--- config.mk ---
export PLATFORM = sky130hd
export DESIGN_NAME = cache_ctrl
export DESIGN_NICKNAME = d
export VERILOG_FILES = /design/src/rtl/cache_ctrl.sv
export SDC_FILE = /design/constraint.sdc
export NUM_CORES = 1
export LEC_CHECK = 0
export BUFFER_PORTS_ARGS = -buffer_cell sky130_fd_sc_hd__buf_2
export CORE_AREA = 5 5 264 266
export CTS_BUF_LIST = sky130_fd_sc_hd__clkbuf_2 sky130_fd_sc_hd__clkbuf_4 sky130_fd_sc_hd__clkbuf_8
export DETAILED_ROUTE_END_ITERATION = 8
export DIE_AREA = 0 0 269 271
export PLACE_DENSITY = 0.58
export SYNTH_ARGS = -nofsm -noshare
export SYNTH_HDL_FRONTEND = slang
export SYNTH_SLANG_ARGS = --single-unit
--- constraint.sdc ---
create_clock -name clk -period 2.8 [get_ports clk]
set_input_delay 0.14 -clock clk [delete_from_list [all_inputs] [get_ports clk]]
set_output_delay 0.14 -clock clk [all_outputs]
set_load 0.03 [all_outputs]
--- src/rtl/cache_ctrl.sv ---
// Direct-mapped write-back / write-allocate cache controller for a single 32-bit core port.
// Drives an external status/tag RAM, a line-data RAM (both 1-cycle synchronous read) and a line-wide memory port.
module cache_ctrl #(
    parameter  int tag_len    = 13,
    parameter  int index_len  = 10,
    parameter  int offset_len = 4,
    localparam int AW         = tag_len + index_len + offset_len,
    localparam int LW         = 32 * (2 ** (offset_len - 2))
) (
    input  logic                 clk,
    input  logic                 rstn,
    input  logic                 req_valid,
    input  logic                 req_we,
    input  logic [AW-1:0]        req_addr,
    input  logic [31:0]          req_wdata,
    output logic                 req_ready,
    output logic                 resp_valid,
    output logic [31:0]          resp_rdata,
    output logic [index_len-1:0] ram_addr,
    output logic                 st_we,
    output logic                 st_re,
    output logic [tag_len-1:0]   tag_wr,
    output logic [2:0]           status_wr,
    input  logic [tag_len-1:0]   tag_rd,
    input  logic [2:0]           status_rd,
    output logic                 data_we,
    output logic [LW-1:0]        data_wr,
    input  logic [LW-1:0]        data_rd,
    output logic                 mem_req,
    output logic                 mem_we,
    output logic [AW-1:0]        mem_addr,
    output logic [LW-1:0]        mem_wdata,
    input  logic                 mem_ack,
    input  logic [LW-1:0]        mem_rdata
);

    localparam int WL = offset_len - 2;

    typedef enum logic [2:0] {
        S_IDLE,
        S_LOOKUP,
        S_WB,
        S_FILL,
        S_UPDATE,
        S_RESP
    } state_t;

    state_t               r_state;
    state_t               w_next;
    logic [AW-1:0]        r_addr;
    logic                 r_we;
    logic [31:0]          r_wdata;
    logic [tag_len-1:0]   r_vic_tag;
    logic [LW-1:0]        r_vic_line;
    logic [LW-1:0]        r_fill;
    logic [31:0]          r_rdata;

    logic [tag_len-1:0]   w_tag;
    logic [index_len-1:0] w_idx;
    logic [WL-1:0]        w_word;
    logic                 w_hit;
    logic                 w_dirty;
    logic                 w_unused;

    assign w_tag    = r_addr[AW-1:index_len+offset_len];
    assign w_idx    = r_addr[index_len+offset_len-1:offset_len];
    assign w_word   = r_addr[offset_len-1:2];
    assign w_hit    = status_rd[0] & (tag_rd == w_tag);
    assign w_dirty  = (status_rd[1:0] == 2'b11);
    assign w_unused = ^{status_rd[2], r_addr[1:0]};

    assign resp_rdata = r_rdata;

    function automatic logic [LW-1:0] merge_word(input logic [LW-1:0] line,
                                                 input logic [WL-1:0] word,
                                                 input logic [31:0]   wd);
        logic [LW-1:0] l;
        l = line;
        l[word*32 +: 32] = wd;
        return l;
    endfunction

    always_ff @(posedge clk or negedge rstn) begin
        if (!rstn) begin
            r_state    <= S_IDLE;
            r_addr     <= '0;
            r_we       <= 1'b0;
            r_wdata    <= '0;
            r_vic_tag  <= '0;
            r_vic_line <= '0;
            r_fill     <= '0;
            r_rdata    <= '0;
        end else begin
            r_state <= w_next;
            case (r_state)
                S_IDLE: begin
                    if (req_valid) begin
                        r_addr  <= req_addr;
                        r_we    <= req_we;
                        r_wdata <= req_wdata;
                    end
                end
                S_LOOKUP: begin
                    if (w_hit && !r_we) begin
                        r_rdata <= data_rd[w_word*32 +: 32];
                    end else if (!w_hit && w_dirty) begin
                        // RAM outputs are only valid this cycle, so the victim is copied out now
                        r_vic_tag  <= tag_rd;
                        r_vic_line <= data_rd;
                    end
                end
                S_FILL: begin
                    if (mem_ack) r_fill <= mem_rdata;
                end
                S_UPDATE: begin
                    if (!r_we) r_rdata <= r_fill[w_word*32 +: 32];
                end
                default: ;
            endcase
        end
    end

    always_comb begin
        w_next     = r_state;
        req_ready  = 1'b0;
        resp_valid = 1'b0;
        ram_addr   = w_idx;
        st_we      = 1'b0;
        st_re      = 1'b0;
        tag_wr     = w_tag;
        status_wr  = 3'b000;
        data_we    = 1'b0;
        data_wr    = '0;
        mem_req    = 1'b0;
        mem_we     = 1'b0;
        mem_addr   = '0;
        mem_wdata  = '0;
        case (r_state)
            S_IDLE: begin
                // rstn gates the handshake so nothing is accepted or read while reset is held
                req_ready = rstn;
                st_re     = req_valid & rstn;
                ram_addr  = req_addr[index_len+offset_len-1:offset_len];
                if (req_valid) w_next = S_LOOKUP;
            end
            S_LOOKUP: begin
                if (w_hit) begin
                    if (r_we) begin
                        st_we     = 1'b1;
                        status_wr = 3'b011;
                        data_we   = 1'b1;
                        data_wr   = merge_word(data_rd, w_word, r_wdata);
                    end
                    w_next = S_RESP;
                end else if (w_dirty) begin
                    w_next = S_WB;
                end else begin
                    w_next = S_FILL;
                end
            end
            S_WB: begin
                mem_req   = 1'b1;
                mem_we    = 1'b1;
                mem_addr  = {r_vic_tag, w_idx, {offset_len{1'b0}}};
                mem_wdata = r_vic_line;
                if (mem_ack) w_next = S_FILL;
            end
            S_FILL: begin
                mem_req  = 1'b1;
                mem_addr = {w_tag, w_idx, {offset_len{1'b0}}};
                if (mem_ack) w_next = S_UPDATE;
            end
            S_UPDATE: begin
                st_we     = 1'b1;
                data_we   = 1'b1;
                status_wr = r_we ? 3'b011 : 3'b001;
                data_wr   = r_we ? merge_word(r_fill, w_word, r_wdata) : r_fill;
                w_next    = S_RESP;
            end
            S_RESP: begin
                resp_valid = 1'b1;
                w_next     = S_IDLE;
            end
            default: w_next = S_IDLE;
        endcase
    end

endmodule
==> out/metrics.csv, run 1 <==
stage,metric,value,unit
grt,Overflow after GRT,0,
grt,vias in the first global route,21523,
pwr,Clock power frac,17.2,%
logic_synthesis,fraction of synthesized area in multiplexers,27.2,%
min_path,HP Class,in -> async,
final_layout,post-route insts no fill,3668,
floorplanning,Die ar.,72900,sq um
floorplanning,Ports,684,
logic_synthesis,largest family of logic cells by synthesized area,multiplexers,
logic_synthesis,Yosys cell types,42,
place,placed cell count,3154,
timing,Setup Viol. Count Final,132,
critical_path,WP data arrival,3010,ps
critical_path,CP Launch Type,register,
route,via count,20384,
clock_tree,clock buffer count from CTS,71,
timing,relative slew slack,44.3,%
critical_path,crit path max fanout,9,
route,first-pass iteration count of the detailed router,6,
logic_synthesis,Post-Synth Adder-Cell Area,0.299,%
pwr,Pint,19.1,mW
final_layout,Area Overhead vs Synth,58.3,%
timing,Worst-Margin Slew,835,ps
route,DRT iter0 DRCs,1756,
pwr,maximum VDD drop,533,uV
logic_synthesis,Synth Area in Simple Gates,7.59,%
grt,largest net degree at the start of global routing,91,
logic_synthesis,Syn. warnings,0,
final_layout,Total Nets Final,3079,
clock_tree,H-tree levels,3,
floorplanning,die width,269,microns
critical_path,Worst Setup End Kind,output port,
route,routed length per instance,28.0,microns
clock_tree,Clock Sinks,362,
logic_synthesis,syn_area_per_cell,12.1,sq um
run,max capacitance violation total,0,
clock_tree,clk buf depth,3,
logic_synthesis,post-synthesis compound-gate area fraction,15.7,%
final_layout,cell area after layout,33200,sq um
timing,Final Cycle Share,113,%
place,PortBufs,675,
grt,GRT Total Usage,26.4,%
timing,RSZ-0062 raised after global routing,yes,
clock_tree,Clock Latency Late Sink,650,ps
logic_synthesis,Most used DFF post-synth,dfrtp_1,
critical_path,Worst path slowest cell,or4_4,
grt,antenna violations before repair,6,
pwr,register share of total power,30.2,%
logic_synthesis,cell count after synthesis,1736,
critical_path,Crit path required time,2660,ps
clock_tree,"Reg clk slew, reported paths",60,ps
logic_synthesis,XOR/XNOR Fraction of Synth Area,0.543,%
critical_path,Most Frequent Cell on Critical Path,buf_6,
final_layout,layout cells sized above 1,51.6,%
timing,final hold vios,0,
clock_tree,TritonCTS clock tree,built,
timing,min Tclk post-route,3150,ps
route,vias per cell,5.56,
place,placed cell area,25700,sq um
floorplanning,core area,66800,sq um
status,status,"finished, violations left",
timing,FMAX,317,MHz
timing,fin. max-slew vios,0,
timing,setup ws final,-352,ps
status,failing checks,setup timing,
logic_synthesis,mapped cell area,21000,sq um
place,GP Congestion,0.931,
pwr,Gate power share,52.6,%
logic_synthesis,"FFs w/ async S/R, synth",100,%
logic_synthesis,"Seq/Total Area, Yosys",43.2,%
grt,global-route wire length before repair,145000,microns
critical_path,crit-path cells,xnor2_2 -> nand4_1 -> or4_4 -> nand2b_4 -> buf_6 -> buf_16 -> buf_12 -> o22ai_4 -> buf_6,
place,hpwl dp,68500,microns
pwr,Leakage Power,14.4,nW
clock_tree,Root Buffer,clkbuf_8,
pwr,Sw Pwr,16.0,mW
final_layout,Layout fillers,5804,
pwr,Switching Fraction,45.6,%
logic_synthesis,Post-synth EDFFs,0,
floorplanning,Die Span Y,271,microns
pwr,Cell Pwr Density,1060,nW/um^2
critical_path,CP max stage delay,630,ps
route,Post-Route WL,103000,microns
logic_synthesis,Yosys reg bits,362,
critical_path,critical path type,reg -> out,
timing,Worst Skew,24.1,ps
floorplanning,Starting Density,31.4,%
route,Post-route DRC,0,
route,ANT nets after route,0,
floorplanning,num rows,95,
## power by group through the flow
stage	clock network, mW	registers (mW)	logic [mW]
floorplan	0	9.42	11.5
global placement	0	10.3	16.1
detailed placement	0	10.5	16.3
CTS	6.17	10.4	17.8
global route	6.42	10.8	19.4
finish	6.02	10.6	18.5
## state kept, by name (all words and copies together) (netlist names)
name / count
r_addr: 25
r_vic_tag: 13
r_we: 1
r_vic_line: 128
r_wdata: 32
r_state: 3
r_fill: 128
resp_rdata: 32
## cell type report
cell class                      instances  area [sq um]  area share, %
Multi-Input combinational cell       1161         12000           36.2
Timing Repair Buffer                 1138          9420           28.4
Inverter                                4          23.8         0.0717
Clock inverter                         14           184          0.554
Clock buffer                          111          1380           4.17
Sequential cell                       362          9060           27.3
Tap cell                              873          1090           3.29
Antenna cell                            5          12.5         0.0377
## cells in the final DEF, fill, tap and decap left out, types with 16 or more instances in the layout
master         synthesis  final
buf_2                 32    542
dfrtp_1              362    360
dlygate4sd3_1          0    331
mux2_2               276    276
a22oi_1              248    247
and2_1               142    141
buf_6                 25    141
nand2_1              109    104
mux2_1                90     90
o22ai_4                0     89
clkbuf_8               0     88
buf_4                 24     65
mux4_2                63     63
o22ai_2               80     35
buf_12                 0     31
clkbuf_4               0     23
mux2i_1               16     16
nor2_1                21     16
## critical path, delay by kind of cell, from the launching register on
kind | cells | cell delay [ps]
compound gates | 1 | 120
simple gates | 3 | 1030
flops | 1 | 410
buf+inv | 4 | 630
xor+xnor | 1 | 190
## synth_stat cells (all sizes together) (4+ instances only)
master / number / area, sq um
buf: 121 / 772
nand3: 4 / 20.0
nor3: 8 / 50.1
o22ai: 124 / 1280
clkbuf: 92 / 347
ha: 5 / 62.6
nor2: 21 / 78.8
nand4: 4 / 40.0
dfrtp: 362 / 9060
mux4: 63 / 1420
nand2: 109 / 409
a21oi: 5 / 25.0
mux2: 366 / 4120
and2: 142 / 888
xnor2: 13 / 114
a22oi: 248 / 1860
o21ai: 9 / 45.0
mux2i: 16 / 160
## through the flow
stage	hold WS, ps	utilization, %	total power, mW	TNS (ps)	worst slack (ps)
after detailed placement	139	38.5	26.8	0	212
after global placement	137	38.5	26.4	0	218
after global routing	47.0	49.7	36.7	-59410	-523
after CTS	-317	48.4	34.4	-31540	-324
final	47.5	49.7	35.1	-36840	-352
after floorplan	-156	-	21.0	-2000	-68.0
## path summary, 6_finish.rpt
check / from / slack, ps / to / cells after the start
max in group asynchronous: rstn / 1570 / r_vic_line[7] / 3
hold reg to reg: r_vic_line[114] / 480 / r_vic_line[114] / 1
setup / recovery: r_addr[22] / -350 / data_wr[70] / 9
setup reg to reg: r_addr[22] / 120 / r_vic_tag[2] / 8
hold / removal: rstn / 50 / r_fill[54] / 2
min in group clk: status_rd[0] / 90 / r_state[0] / 5
## logic make-up (layout without fill, tap and decap cells)
family | after synthesis | after routing
multiplexers | 445 | 445
AO/OA/AOI/OAI | 394 | 394
adder cells (fa/ha/maj) | 5 | 5
buffers and inverters | 217 | 1267
XOR/XNOR | 13 | 13
flip-flops | 362 | 362
AND/OR/NAND/NOR | 299 | 299
other | 1 | 10
## routing by layer
layer  GRT usage [%]  wire length [microns]  share of wire (%)  vias to the layer above
li1                -                      -                  -                     8554
met1            31.4                  37600                 37                    10288
met2            45.6                  51800                 50                     1240
met3            5.19                   7690                7.5                      300
met4            12.7                   5480                5.3                        2
met5               0                     13              0.013                        -
## repair_timing
item	CTS	global route
setup buffers	29	6
hold endpoints to repair	572	1
pin swaps	10	27
hold buffers	330	1
gates resized for setup	309	118
setup endpoints to repair	133	141
cloned	11	9
No activity file was read; power rests on OpenSTA's default activity.
==> inputs of run 2 (changes only) <==
- ABC_CLOCK_PERIOD_IN_PS: unset -> 2800
- MAX_ROUTING_LAYER: unset -> met4
- SKIP_LAST_GASP: unset -> 1
==> out/metrics.csv, run 2 (synthesis results as in run 1) <==
stage,metric,value,unit
status,status,"finished, violations left",
status,failing checks,setup timing,
critical_path,worst r2r src,r_addr[20],
floorplanning,num rows,95,
route,routed length per instance,28.6,microns
clock_tree,Clock Latency Late Sink,650,ps
pwr,Leakage Power,14.3,nW
run,max capacitance violation total,0,
grt,vias in the first global route,21493,
timing,min Tclk post-route,3070,ps
pwr,maximum VDD drop,570,uV
final_layout,layout cells sized above 1,51.0,%
critical_path,Worst Reg-to-Reg Cells,8,
floorplanning,core area,66800,sq um
final_layout,cell area after layout,32500,sq um
floorplanning,Die ar.,72900,sq um
place,pre-CTS setup slack,175,ps
grt,GRT Total Usage,28.2,%
route,first-pass iteration count of the detailed router,5,
final_layout,Layout fillers,5912,
floorplanning,Starting Density,31.4,%
timing,setup ws final,-271,ps
final_layout,Area Overhead vs Synth,54.9,%
route,Post-route DRC,0,
critical_path,Crit path required time,2660,ps
final_layout,multi-input logic area,11600,sq um
clock_tree,clock buffer count from CTS,72,
clock_tree,"Reg clk slew, reported paths",70,ps
timing,FMAX,326,MHz
final_layout,biggest regs,"r_fill: 128 flops, r_vic_line: 128 flops",
clock_tree,Clock Sinks,362,
timing,final setup TNS,-24520,ps
critical_path,WP data arrival,2930,ps
timing,Final Cycle Share,110,%
place,hpwl dp,68400,microns
critical_path,Worst Setup End Kind,output port,
grt,largest net degree at the start of global routing,114,
route,DRT iter0 DRCs,1626,
timing,relative slew slack,46.5,%
min_path,HP Class,in -> async,
clock_tree,H-tree levels,3,
timing,fin. max-slew vios,0,
clock_tree,Root Buffer,clkbuf_8,
final_layout,"commonest non-fill, non-tap cells in the layout","buf_2 (538), dfrtp_1 (359), dlygate4sd3_1 (334)",
route,vias per cell,5.56,
critical_path,critical path type,reg -> out,
clock_tree,clk buf depth,3,
critical_path,Critical Path Start,r_addr[20],
final_layout,"commonest non-fill, non-tap cell in the layout",buf_2,
timing,RSZ-0062 raised after global routing,yes,
timing,Worst-Margin Slew,799,ps
timing,final hold vios,0,
pwr,Cell Pwr Density,1080,nW/um^2
pwr,Tot Pwr,35.2,mW
floorplanning,die width,269,microns
place,placed cell area,25600,sq um
grt,antenna violations before repair,7,
route,via count,20285,
clock_tree,TritonCTS clock tree,built,
grt,global-route wire length before repair,149000,microns
critical_path,CP Launch Type,register,
route,ANT nets after route,0,
grt,Overflow after GRT,0,
timing,Worst Skew,34.5,ps
critical_path,crit path max fanout,50,
floorplanning,Die Span Y,271,microns
route,Post-Route WL,105000,microns
final_layout,Total Nets Final,3062,
place,GP Congestion,0.939,
final_layout,Register Area,9060,sq um
place,PortBufs,675,
floorplanning,Ports,684,
timing,Setup Viol. Count Final,132,
==> run 2: cell types whose count changed in the layout (fill, tap and decap cells not counted), sizes merged <==
cell         before  now
dlygate4sd3     331  334
buf             800  781
bufbuf            2    4
diode             5    4
clkbuf          116  110
clkinv            6    9
clkinvlp          5    3
==> run 2: final cells by class <==
type	instances	share of cell area [%]
diodes	4	0.0308
clock buffers	109	4.27
clock inverters	15	0.590
inverters	4	0.0732
multi-input cells	1161	35.7
flip-flops and latches	362	27.9
well taps	873	3.36
repair buffers	1120	28.1
==> run 2: timing repair <==
| action | in CTS | in global routing |
|---|---|---|
| buffers inserted | 21 | 3 |
| cloned | 17 | 1 |
| hold buffers | 335 | 0 |
| setup endpoints to repair | 165 | 212 |
| pin swaps | 10 | 3 |
| hold endpoints to repair | 692 | 0 |
| resized for setup | 291 | 30 |
==> run 2: path summary, 6_finish.rpt <==
path	to	slack, ps
setup / recovery	data_wr[27]	-270
hold / removal	r_wdata[23]	150
setup reg to reg	r_vic_line[73]	210
hold reg to reg	r_vic_line[1]	480
max in group asynchronous	r_addr[2]	1960
min in group clk	r_vic_line[0]	160
==> run 2: critical path: stages (launching register included) <==
cell	delay (ps)
dfrtp_1	420
xnor2_1	160
nand4_1	170
or4_4	570
nand2b_4	230
buf_12	210
o22ai_2	270
buf_4	210
==> run 2: metrics by stage <==
| step | util, % | instances | hold slack (ps) |
|---|---|---|---|
| 6_report | 48.6 | 3648 | 154 |
| 5_1_grt | 48.6 | 3648 | 139 |
| 4_1_cts | 48.4 | 3641 | 76.3 |
| 3_5_place_dp | 38.3 | 3144 | 91.6 |
| 3_3_place_gp | 38.3 | 3144 | 92.6 |
| 2_1_floorplan | - | 1740 | -156 |
==> run 2: layer usage <==
metal / GRT usage, % / wire length [microns] / vias up
met1: 32.9 / 38800 / 10266
li1: - / - / 8498
met2: 46.3 / 51900 / 1200
met3: 5.42 / 7500 / 321
met4: 14.4 / 6300 / 0
met5: - / 0 / -
==> run 2: where the power goes <==
group | internal, mW | total [mW] | switching (mW)
registers | 7.90 | 10.6 | 2.68
clock network | 3.53 | 6.13 | 2.60
logic | 7.76 | 18.5 | 10.7
